**config.mk**
```make
export PLATFORM = sky130hd
export DESIGN_NAME = multicycle_control_v2
export DESIGN_NICKNAME = d
export VERILOG_FILES = /design/src/rtl/multicycle_ctrl_pkg.sv /design/src/rtl/multicycle_control_v2_wait_timer.sv /design/src/rtl/multicycle_control_v2.sv
export SDC_FILE = /design/constraint.sdc
export NUM_CORES = 1
export LEC_CHECK = 0
export ABC_AREA = 0
export CORE_MARGIN = 5
export CORE_UTILIZATION = 35
export DETAILED_ROUTE_END_ITERATION = 8
export PLACE_DENSITY = 0.61
export REMOVE_ABC_BUFFERS = 1
export SLEW_MARGIN = 25
export SYNTH_ARGS = -nofsm -noshare
export SYNTH_HDL_FRONTEND = slang
export SYNTH_HIERARCHICAL = 1
export SYNTH_SLANG_ARGS = --single-unit
```
**constraint.sdc**
```tcl
create_clock -name CLK -period 5.8 [get_ports CLK]
set_clock_uncertainty 0.05 [all_clocks]
set_input_delay 1.16 -clock CLK [delete_from_list [all_inputs] [get_ports CLK]]
set_output_delay 1.16 -clock CLK [all_outputs]
set_load 0.05 [all_outputs]
```
**src/rtl/multicycle_ctrl_pkg.sv**
```systemverilog
// rtl/multicycle_ctrl_pkg.sv - states, opcodes and select codes for the multicycle control unit
package multicycle_ctrl_pkg;

  typedef enum logic [4:0] {
    ST_FETCH, ST_DECODE, ST_RTYPE, ST_RWRITE, ST_MEMADDR, ST_LW1, ST_LW2, ST_SW,
    ST_IMM, ST_IMM2, ST_JAL1, ST_JAL2, ST_JR, ST_JUMP, ST_BEQ, ST_BNE,
    ST_IN, ST_OUT, ST_TRAP
  } state_t;

  localparam logic [3:0] OP_RTYPE = 4'd0;
  localparam logic [3:0] OP_ADDI  = 4'd1;
  localparam logic [3:0] OP_LW    = 4'd2;
  localparam logic [3:0] OP_SW    = 4'd3;
  localparam logic [3:0] OP_ORI   = 4'd4;
  localparam logic [3:0] OP_ANDI  = 4'd5;
  localparam logic [3:0] OP_BEQ   = 4'd7;
  localparam logic [3:0] OP_BNE   = 4'd8;
  localparam logic [3:0] OP_J     = 4'd9;
  localparam logic [3:0] OP_JAL   = 4'd10;
  localparam logic [3:0] OP_JR    = 4'd11;
  localparam logic [3:0] OP_IO    = 4'd12;

  localparam logic [2:0] ALU_AND = 3'd0;
  localparam logic [2:0] ALU_OR  = 3'd1;
  localparam logic [2:0] ALU_ADD = 3'd2;
  localparam logic [2:0] ALU_SUB = 3'd3;

  localparam logic [1:0] PCSRC_ALU  = 2'd0;
  localparam logic [1:0] PCSRC_JUMP = 2'd1;
  localparam logic [1:0] PCSRC_TRAP = 2'd2;

  localparam logic [1:0] MTR_MEM = 2'd0;
  localparam logic [1:0] MTR_ALU = 2'd1;
  localparam logic [1:0] MTR_IN  = 2'd2;

  localparam logic [1:0] RD_RT = 2'd0;
  localparam logic [1:0] RD_RD = 2'd1;
  localparam logic [1:0] RD_RA = 2'd3;

  localparam logic [1:0] CAUSE_NONE    = 2'd0;
  localparam logic [1:0] CAUSE_ILLEGAL = 2'd1;
  localparam logic [1:0] CAUSE_TIMEOUT = 2'd2;

  // First execute state for an opcode; anything unlisted traps.
  function automatic state_t decode_target(input logic [3:0] op, input logic io_in);
    case (op)
      OP_RTYPE:                 decode_target = ST_RTYPE;
      OP_ADDI, OP_ORI, OP_ANDI: decode_target = ST_IMM;
      OP_LW, OP_SW:             decode_target = ST_MEMADDR;
      OP_BEQ:                   decode_target = ST_BEQ;
      OP_BNE:                   decode_target = ST_BNE;
      OP_J:                     decode_target = ST_JUMP;
      OP_JAL:                   decode_target = ST_JAL1;
      OP_JR:                    decode_target = ST_JR;
      OP_IO:                    decode_target = io_in ? ST_IN : ST_OUT;
      default:                  decode_target = ST_TRAP;
    endcase
  endfunction

endpackage

```
**src/rtl/multicycle_control_v2_wait_timer.sv**
```systemverilog
// rtl/multicycle_control_v2_wait_timer.sv - saturating count of consecutive stalled cycles
module wait_timer #(
  parameter int LIMIT = 15
) (
  input  logic clk,
  input  logic rst_n,
  input  logic clear,
  input  logic waiting,
  output logic expired
);

  localparam int CW = (LIMIT < 2) ? 1 : $clog2(LIMIT + 1);

  logic [CW-1:0] count;

  always_ff @(posedge clk or negedge rst_n) begin
    if (!rst_n) begin
      count <= '0;
    end else if (clear) begin
      count <= '0;
    end else if (waiting && (count != {CW{1'b1}})) begin
      count <= count + CW'(1);
    end
  end

  // Fires on the stalled cycle that brings the count up to LIMIT.
  generate
    if (LIMIT == 0) begin : g_off
      assign expired = 1'b0;
    end else begin : g_on
      assign expired = waiting && (count == CW'(LIMIT - 1));
    end
  endgenerate

endmodule

```
**src/rtl/multicycle_control_v2.sv**
```systemverilog
// rtl/multicycle_control_v2.sv - multicycle control FSM with wait-state handshakes, timeout and trap
module multicycle_control_v2
  import multicycle_ctrl_pkg::*;
#(
  parameter int OPCODE_W    = 4,
  parameter int FUNCT_W     = 3,
  parameter int ALUOP_W     = 3,
  parameter int MEM_TIMEOUT = 15
) (
  input  logic                CLK,
  input  logic                Reset,
  input  logic [OPCODE_W-1:0] Opcode,
  input  logic [FUNCT_W-1:0]  Funct,
  input  logic                MemReady,
  input  logic                InValid,
  input  logic                OutReady,
  output logic [ALUOP_W-1:0]  ALUOp,
  output logic [1:0]          PCSrc,
  output logic                SrcA,
  output logic [1:0]          SrcB,
  output logic [1:0]          MemtoReg,
  output logic [1:0]          RegDest,
  output logic                MemSrc,
  output logic                RegWrite,
  output logic                MemRead,
  output logic                MemWrite,
  output logic                IRWrite,
  output logic                PCWrite,
  output logic                PCWriteCond,
  output logic                BranchCond,
  output logic                OutputWrite,
  output logic                InReady,
  output logic                Trap,
  output logic [1:0]          TrapCause,
  output logic [4:0]          State
);

  state_t     state, state_next;
  logic [1:0] cause;
  logic       wait_state, handshake, waiting, expired, hi_zero;
  logic [3:0] op4;

  assign op4       = Opcode[3:0];
  assign hi_zero   = ((Opcode >> 4) == '0);
  assign State     = state;
  assign TrapCause = cause;

  always_comb begin
    wait_state = 1'b1;
    handshake  = 1'b1;
    case (state)
      ST_FETCH, ST_LW1, ST_SW: handshake = MemReady;
      ST_IN:                   handshake = InValid;
      ST_OUT:                  handshake = OutReady;
      default:                 wait_state = 1'b0;
    endcase
    waiting = wait_state && !handshake;
  end

  wait_timer #(
    .LIMIT(MEM_TIMEOUT)
  ) u_wait_timer (
    .clk    (CLK),
    .rst_n  (Reset),
    .clear  (state_next != state),
    .waiting(waiting),
    .expired(expired)
  );

  always_comb begin
    state_next = state;
    case (state)
      ST_FETCH:   if (MemReady) state_next = ST_DECODE;
      ST_DECODE:  state_next = hi_zero ? decode_target(op4, Funct == FUNCT_W'(1)) : ST_TRAP;
      ST_RTYPE:   state_next = ST_RWRITE;
      ST_MEMADDR: state_next = (op4 == OP_LW) ? ST_LW1 : ST_SW;
      ST_LW1:     if (MemReady) state_next = ST_LW2;
      ST_SW:      if (MemReady) state_next = ST_FETCH;
      ST_IMM:     state_next = ST_IMM2;
      ST_JAL1:    state_next = ST_JAL2;
      ST_IN:      if (InValid) state_next = ST_FETCH;
      ST_OUT:     if (OutReady) state_next = ST_FETCH;
      default:    state_next = ST_FETCH;
    endcase
    if (expired) state_next = ST_TRAP;
  end

  always_ff @(posedge CLK or negedge Reset) begin
    if (!Reset) begin
      state <= ST_FETCH;
      cause <= CAUSE_NONE;
    end else begin
      state <= state_next;
      if (state_next == ST_TRAP && state != ST_TRAP) begin
        cause <= expired ? CAUSE_TIMEOUT : CAUSE_ILLEGAL;
      end
    end
  end

  always_comb begin
    ALUOp       = ALUOP_W'(ALU_AND);
    PCSrc       = PCSRC_ALU;
    SrcA        = 1'b0;
    SrcB        = 2'd0;
    MemtoReg    = MTR_MEM;
    RegDest     = RD_RT;
    MemSrc      = 1'b0;
    RegWrite    = 1'b0;
    MemRead     = 1'b0;
    MemWrite    = 1'b0;
    IRWrite     = 1'b0;
    PCWrite     = 1'b0;
    PCWriteCond = 1'b0;
    BranchCond  = 1'b0;
    OutputWrite = 1'b0;
    InReady     = 1'b0;
    Trap        = 1'b0;
    case (state)
      ST_FETCH: begin
        MemRead = 1'b1;
        SrcB    = 2'd1;
        ALUOp   = ALUOP_W'(ALU_ADD);
        IRWrite = MemReady;
        PCWrite = MemReady;
      end
      ST_DECODE: begin
        SrcA  = 1'b1;
        ALUOp = ALUOP_W'(ALU_ADD);
      end
      ST_RTYPE: begin
        SrcA  = 1'b1;
        ALUOp = ALUOP_W'(Funct);
      end
      ST_RWRITE: begin
        RegWrite = 1'b1;
        MemtoReg = MTR_ALU;
        RegDest  = RD_RD;
      end
      ST_MEMADDR: begin
        SrcA  = 1'b1;
        SrcB  = 2'd2;
        ALUOp = ALUOP_W'(ALU_ADD);
      end
      ST_LW1: begin
        MemRead = 1'b1;
        MemSrc  = 1'b1;
      end
      ST_LW2: begin
        RegWrite = 1'b1;
      end
      ST_SW: begin
        MemSrc   = 1'b1;
        MemWrite = MemReady;
      end
      ST_IMM: begin
        SrcA = 1'b1;
        SrcB = 2'd2;
        case (op4)
          OP_ORI:  ALUOp = ALUOP_W'(ALU_OR);
          OP_ANDI: ALUOp = ALUOP_W'(ALU_AND);
          default: ALUOp = ALUOP_W'(ALU_ADD);
        endcase
      end
      ST_IMM2: begin
        RegWrite = 1'b1;
        MemtoReg = MTR_ALU;
      end
      ST_JAL1: begin
        SrcB  = 2'd1;
        ALUOp = ALUOP_W'(ALU_ADD);
      end
      ST_JAL2: begin
        RegWrite = 1'b1;
        MemtoReg = MTR_ALU;
        RegDest  = RD_RA;
        PCWrite  = 1'b1;
        PCSrc    = PCSRC_JUMP;
      end
      ST_JUMP: begin
        PCWrite = 1'b1;
        PCSrc   = PCSRC_JUMP;
      end
      ST_JR: begin
        SrcA    = 1'b1;
        ALUOp   = ALUOP_W'(ALU_ADD);
        PCWrite = 1'b1;
      end
      ST_BEQ, ST_BNE: begin
        SrcA        = 1'b1;
        ALUOp       = ALUOP_W'(ALU_SUB);
        PCWriteCond = 1'b1;
        BranchCond  = (state == ST_BEQ);
      end
      ST_IN: begin
        InReady  = 1'b1;
        RegWrite = InValid;
        MemtoReg = MTR_IN;
        RegDest  = RD_RD;
      end
      ST_OUT: begin
        OutputWrite = OutReady;
      end
      ST_TRAP: begin
        Trap    = 1'b1;
        PCWrite = 1'b1;
        PCSrc   = PCSRC_TRAP;
      end
      default: ;
    endcase
    // Nothing may fire while held in reset or on the cycle a stall times out.
    if (!Reset || expired) begin
      RegWrite    = 1'b0;
      MemRead     = 1'b0;
      MemWrite    = 1'b0;
      IRWrite     = 1'b0;
      PCWrite     = 1'b0;
      PCWriteCond = 1'b0;
      BranchCond  = 1'b0;
      OutputWrite = 1'b0;
      InReady     = 1'b0;
      Trap        = 1'b0;
    end
  end

endmodule

```
=== Yosys cells after proc, flatten, opt, wreduce, memory -nomap -nowiden ===
Index checks and enable logic that the tools add are counted.

* Register bits: 11
* Logic and storage cells: 108
* Output and inout port bits: 30
* Bits of input ports: 12

* Multiplexer cells: 43
* Eq/ne operators: 35
* $add $sub $neg: 1
* Reduce and logical (&&, ||, !) cells: 26

{| class="wikitable"
|+ Operators with widths
! cell !! count
|-
| 5-bit one-hot mux with 10 select lines || 1
|-
| 5-bit one-hot mux with 9 select lines || 1
|-
| 5-bit by 4-bit equality test with 1-bit output (second input constant) || 8
|-
| 5-bit two-way mux || 6
|-
| 4-bit equality test (second input constant) || 6
|-
| 1-bit two-way mux || 22
|-
| 5-bit by 3-bit equality test with 1-bit output (second input constant) || 4
|-
| 5-bit equality test (second input constant) || 4
|-
| 2-bit one-hot mux with 2 select lines || 5
|-
| 2-bit OR reduction || 8
|-
| 4-bit by 3-bit equality test with 1-bit output (second input constant) || 3
|-
| 3-bit one-hot mux with 4 select lines || 1
|-
| 5-bit by 2-bit equality test with 1-bit output (second input constant) || 2
|-
| 5-bit OR reduction || 2
|-
| 3-bit OR reduction || 3
|-
| 4-bit by 2-bit equality test with 1-bit output (second input constant) || 2
|-
| 4-bit two-way mux || 2
|-
| 4-bit OR reduction || 2
|-
| 7-bit OR reduction || 1
|-
| 5-bit by 1-bit equality test with 1-bit output (second input constant) || 1
|-
| 5-bit zero test || 1
|-
| 5-bit inequality test || 1
|-
| 5-bit inequality test (second input constant) || 1
|-
| 4-bit by 1-bit adder with 4-bit output (second input constant) || 1
|-
| 11 further kinds || 17
|}

=== Logic depth before layout (Yosys ltp) ===
* Word-level depth: 9
* Depth in mapped cells: 14
* Depth with buffers taken out: 12

=== Modules after synthesis ===
The synthesis kept the hierarchy.

{| class="wikitable"
|+ By module, submodules not included
! module !! area an instance (µm²) !! times used !! seq. area each (µm²) !! cells each
|-
| multicycle_control_v2 || 1096.1 || 1 || 175.2 || 162
|-
| wait_timer || 260.2 || 1 || 100.1 || 23
|}

=== Worst setup path after synthesis ===
Ideal clock, no wire load.

* Path kind: reg2out
* Start point: register state[1] (netlist: State[1])
* End point: output port MemRead
* Cell stages (with the launch flop): 10
* Data arrival time: 3843 ps
* Data required time: 4590 ps
* Path buffers: 2
* Setup slack: 747 ps
* Path through: dfrtp_1 buf_2 buf_1 nor3_1 a21oi_1 o41ai_1 and4_2 inv_1 nand3_1 nor4b_1

* Word-level cells in the longest chain between the ends: 8
* Elaborated cells on any way between the ends: 16
* Classes of those cells: 4 x eq/ne; 4 x mux; 8 x reduce/logical

{| class="wikitable"
|+ Ends and longest elaborated chain
! element !! line !! source
|-
| start: declaration || multicycle_control_v2.sv:38 || <nowiki>state_t state, state_next;</nowiki>
|-
| start signal: assignment || multicycle_control_v2.sv:93 || <nowiki>state <= state_next;</nowiki>
|-
| 5-bit by 3-bit equality test with 1-bit output / 5-bit zero test (equally long branches) || multicycle_control_v2.sv:51 || <nowiki>case (state)</nowiki>
|-
| 3-bit OR reduction || multicycle_control_v2.sv:51 ||
|-
| 1-bit one-hot mux with 3 select lines || multicycle_control_v2.sv:51 ||
|-
| 1-bit zero test || multicycle_control_v2.sv:57 || <nowiki>waiting = wait_state && !handshake;</nowiki>
|-
| 1-bit logical AND (*) || multicycle_control_v2.sv:57 ||
|-
| net waiting || multicycle_control_v2.sv:40 || <nowiki>logic wait_state, handshake, waiting, expired, hi_zero;</nowiki>
|-
| 1-bit logical AND (*) || multicycle_control_v2_wait_timer.sv:31 || <nowiki>assign expired = waiting && (count == CW'(LIMIT - 1));</nowiki>
|-
| net expired || multicycle_control_v2.sv:40 ||
|-
| 1-bit logical OR (*) || multicycle_control_v2.sv:211 || <nowiki>if (!Reset || expired) begin</nowiki>
|-
| 1-bit two-way mux (*) || multicycle_control_v2.sv:211 ||
|-
| end: declaration || multicycle_control_v2.sv:25 || <nowiki>output logic MemRead,</nowiki>
|}

The timed path passes the listed nets; every way through them passes the cells marked *.

=== Worst setup path in the final report ===
* Start point: input port OutReady
* End point: output port MemRead

* Word-level cells in the longest chain between the ends: 6

{| class="wikitable"
|+ Ends and longest elaborated chain
! element !! line !! source
|-
| start: declaration || multicycle_control_v2.sv:16 || <nowiki>input logic OutReady,</nowiki>
|-
| 1-bit one-hot mux with 3 select lines || multicycle_control_v2.sv:51 ||
|-
| 1-bit zero test || multicycle_control_v2.sv:57 ||
|-
| 1-bit logical AND || multicycle_control_v2.sv:57 ||
|-
| net waiting || multicycle_control_v2.sv:40 ||
|-
| 1-bit logical AND || multicycle_control_v2_wait_timer.sv:31 ||
|-
| net expired || multicycle_control_v2.sv:40 ||
|-
| 1-bit logical OR || multicycle_control_v2.sv:211 ||
|-
| 1-bit two-way mux || multicycle_control_v2.sv:211 ||
|}

The timed path passes the listed nets, and every way through them passes these cells.

==> results.md <==
* Status: finished clean
* Final #Nets at 233
* Initial DRC count at 107
* Most common library cell in the layout ignoring fill and taps: clkdlybuf4s50_1
* PD cells at 625.0 mW/mm2
* Vias in the first global route at 1406
* Fin crit period at 5.270 ns
* Inst Count DP at 262
* Number of port buffers at 41
* Syn avg cell area at 7.331 um2
* Avg Vias per Cell at 5.695
* Worst-margin pin slew at 0.8581 ns
* CTS Buffer Depth at 2
* Setup crit end: MemRead
* CTS tree: done
* Initial Util at 36.50%
* Distinct cells, synth at 55
* Die W at 72.25 um
* Ant diodes at 0
* CP startpoint kind: primary input
* Final std cells w/o fill at 266
* Core area at 0.003716 mm2
* CTS buffer count at 3
* IO Pins at 42
* Global Route Usage Sum at 16.27%
* CTS Sinks at 11
* Worst skew pair latency at 0.24 ns
* Mapped Cells at 185
* Total grt overflow at 0
* LEAKAGE at 0.7032 nW
* H-tree lvl count at 1
* Fin. max-slew vios at 0
* DP HPWL at 3189 um
* Dominant cells by area after synthesis: dfrtp_1, nor2_1, a21oi_1, mux2_4, nor3_1
* Die ar. at 0.005220 mm2
* Post-synth top area cell: dfrtp_1
* # rows at 22
* Fmax at 0.1898 GHz
* Crit. End Element: output pin
* VDD IR max at 0.2129 mV
* # DRC at 0
* Most frequent cells in the layout: clkdlybuf4s50_1, nor2_1, a21oi_1
* Initial antenna violation count at 0
* Post-CTS setup buffer count at 0
* Worst setup path start: OutReady
* Hold-fix buffers, CTS at 0
* Warnings, synthesis at 6
* Worst Path Max Fanout at 7
* Setup violators final at 0
* Unrepaired setup endpoints after global routing: false
* Post-synthesis register bit count at 11
* Placer Congestion at 0.8422
* Layout cells sized above 1 at 10.09%
* TritonRoute pass-1 iters at 4
* Mapped Area at 0.001356 mm2
* Worst reg2reg endpoint: u_wait_timer/count[1]
* Worst Path Required at 4.59 ns
* First-pass GRT wire length at 6858 um
* Worst Path Arrival at 4.06 ns
* Final core occ at 49.02%
* Seq/Total Area, Yosys at 20.30%
* Final hold viol count at 0
* Max_slew headroom at 42.79%
* Worst min path class: reg2reg
* Clock transition at path regs at 0.05 ns
* Via count at 1515
* Setup Crit Path Kind: in2out
* Tcrit/Tclk final at 90.86%
* Post-cts gate resize count at 0
* Total Neg Setup Slack at 0 ns
* Worst Reg-to-Reg Cells at 13
* Flop2flop setup slack at 2.47 ns
* Synth-to-layout area growth at 34.32%
* Avg WL per Cell at 15.54 um
* Worst R2R Start: State[2]
* Routed Antenna Nets at 0
* Maxcap violations at 0
* Die H at 72.25 um
* WL final at 4134 um
* Largest net degree at the start of global routing at 27
* Fill cells at 378
* Post-synth top area share at 20.30%
* Root Driver: clkbuf_8
==> cell families (layout without fill, tap and decap cells) <==
logic type | after synthesis | after routing | synth area share [%]
and+or+nand+nor | 80 | 80 | 31.46
DFF | 11 | 11 | 20.29
muxes | 7 | 7 | 6.642
AOI/OAI and AO/OA | 50 | 50 | 27.03
buffers and inverters | 30 | 63 | 9.502
xor gates and xnor gates | 5 | 5 | 3.229
adders and majority gates | 2 | 2 | 1.845
==> power by group <==
group	leakage, nW	internal (mW)	switching (mW)	total, mW
Sequential	0.146	0.0981	0.0678	0.166
Clock	0.0228	0.0481	0.0273	0.0754
Combinational	0.534	0.319	0.578	0.897
==> worst min-delay path by stage <==
stage                                     start                    end  slack [ns]  cells after the start
after floorplan           u_wait_timer/count[3]  u_wait_timer/count[3]        0.53                      2
after global placement             TrapCause[1]           TrapCause[1]        0.47                      1
after detailed placement           TrapCause[1]           TrapCause[1]        0.47                      1
after CTS                          TrapCause[1]           TrapCause[1]        0.49                      1
after global routing               TrapCause[1]           TrapCause[1]        0.50                      1
final                              TrapCause[1]           TrapCause[1]        0.48                      1
==> layer usage <==
metal / vias up / GRT usage [%] / wire length (um)
li1: 738 / - / -
met2: 67 / 26.59 / 1966
met5: - / 0 / 0
met3: 8 / 3.463 / 319
met1: 702 / 21.56 / 1788
met4: 0 / 4.593 / 58
==> critical path: stages <==
cell and delay [ns]:
clkdlybuf4s50_1 0.50, mux2i_1 0.08, nand3_1 0.19, o41ai_1 0.12, buf_4 0.18, and4_2 0.27, inv_1 0.23, nand3_1 0.17
nor4b_1 0.30, clkdlybuf4s50_1 0.85
==> final cells by class <==
class	instances	area (um2)	area share, %
Inverter	15	56.30	3.091
Tap cell	48	60.06	3.297
Multi-Input combinational cell	144	952.2	52.27
Sequential cell	11	275.3	15.11
Timing Repair Buffer	44	432.9	23.76
Clock buffer	4	45.04	2.473
==> synthesized netlist by cell type (all sizes together) <==
master	instances
nor2	25
a21oi	17
inv	15
nor3	12
buf	11
dfrtp	11
nand2	10
nand3	8
o21ai	8
a31oi	5
clkbuf	4
mux2	4
nand4	4
nor2b	4
nor4	4
xnor2	4
mux2i	3
o211ai	3
a21o	2
a221oi	2
and2	2
and3	2
ha	2
nand2b	2
o311ai	2
or3	2
a2111oi	1
a211oi	1
a32o	1
a32oi	1
a41oi	1
and4	1
and4b	1
nor3b	1
nor4b	1
o21a	1
o22ai	1
o2bb2ai	1
o31a	1
o32ai	1
o41ai	1
or4b	1
xor2	1
==> stage by stage <==
stage	total power [mW]	hold WS, ns	setup slack, ns	instance area (um2)
detailed placement	1.062	0.4675	0.5468	1777
global route	1.215	0.5014	0.3791	1822
finish	1.139	0.4801	0.5302	1822
CTS	1.138	0.4871	0.5467	1822
floorplan	0.7919	0.5313	0.7870	1284
global placement	1.062	0.4728	0.6256	1777
==> sequential cells by signal, summed over array words and instances, names as in the netlist <==
name,flops
State,5
TrapCause,2
u_wait_timer/count,4
(Power assumes the default switching activity.)
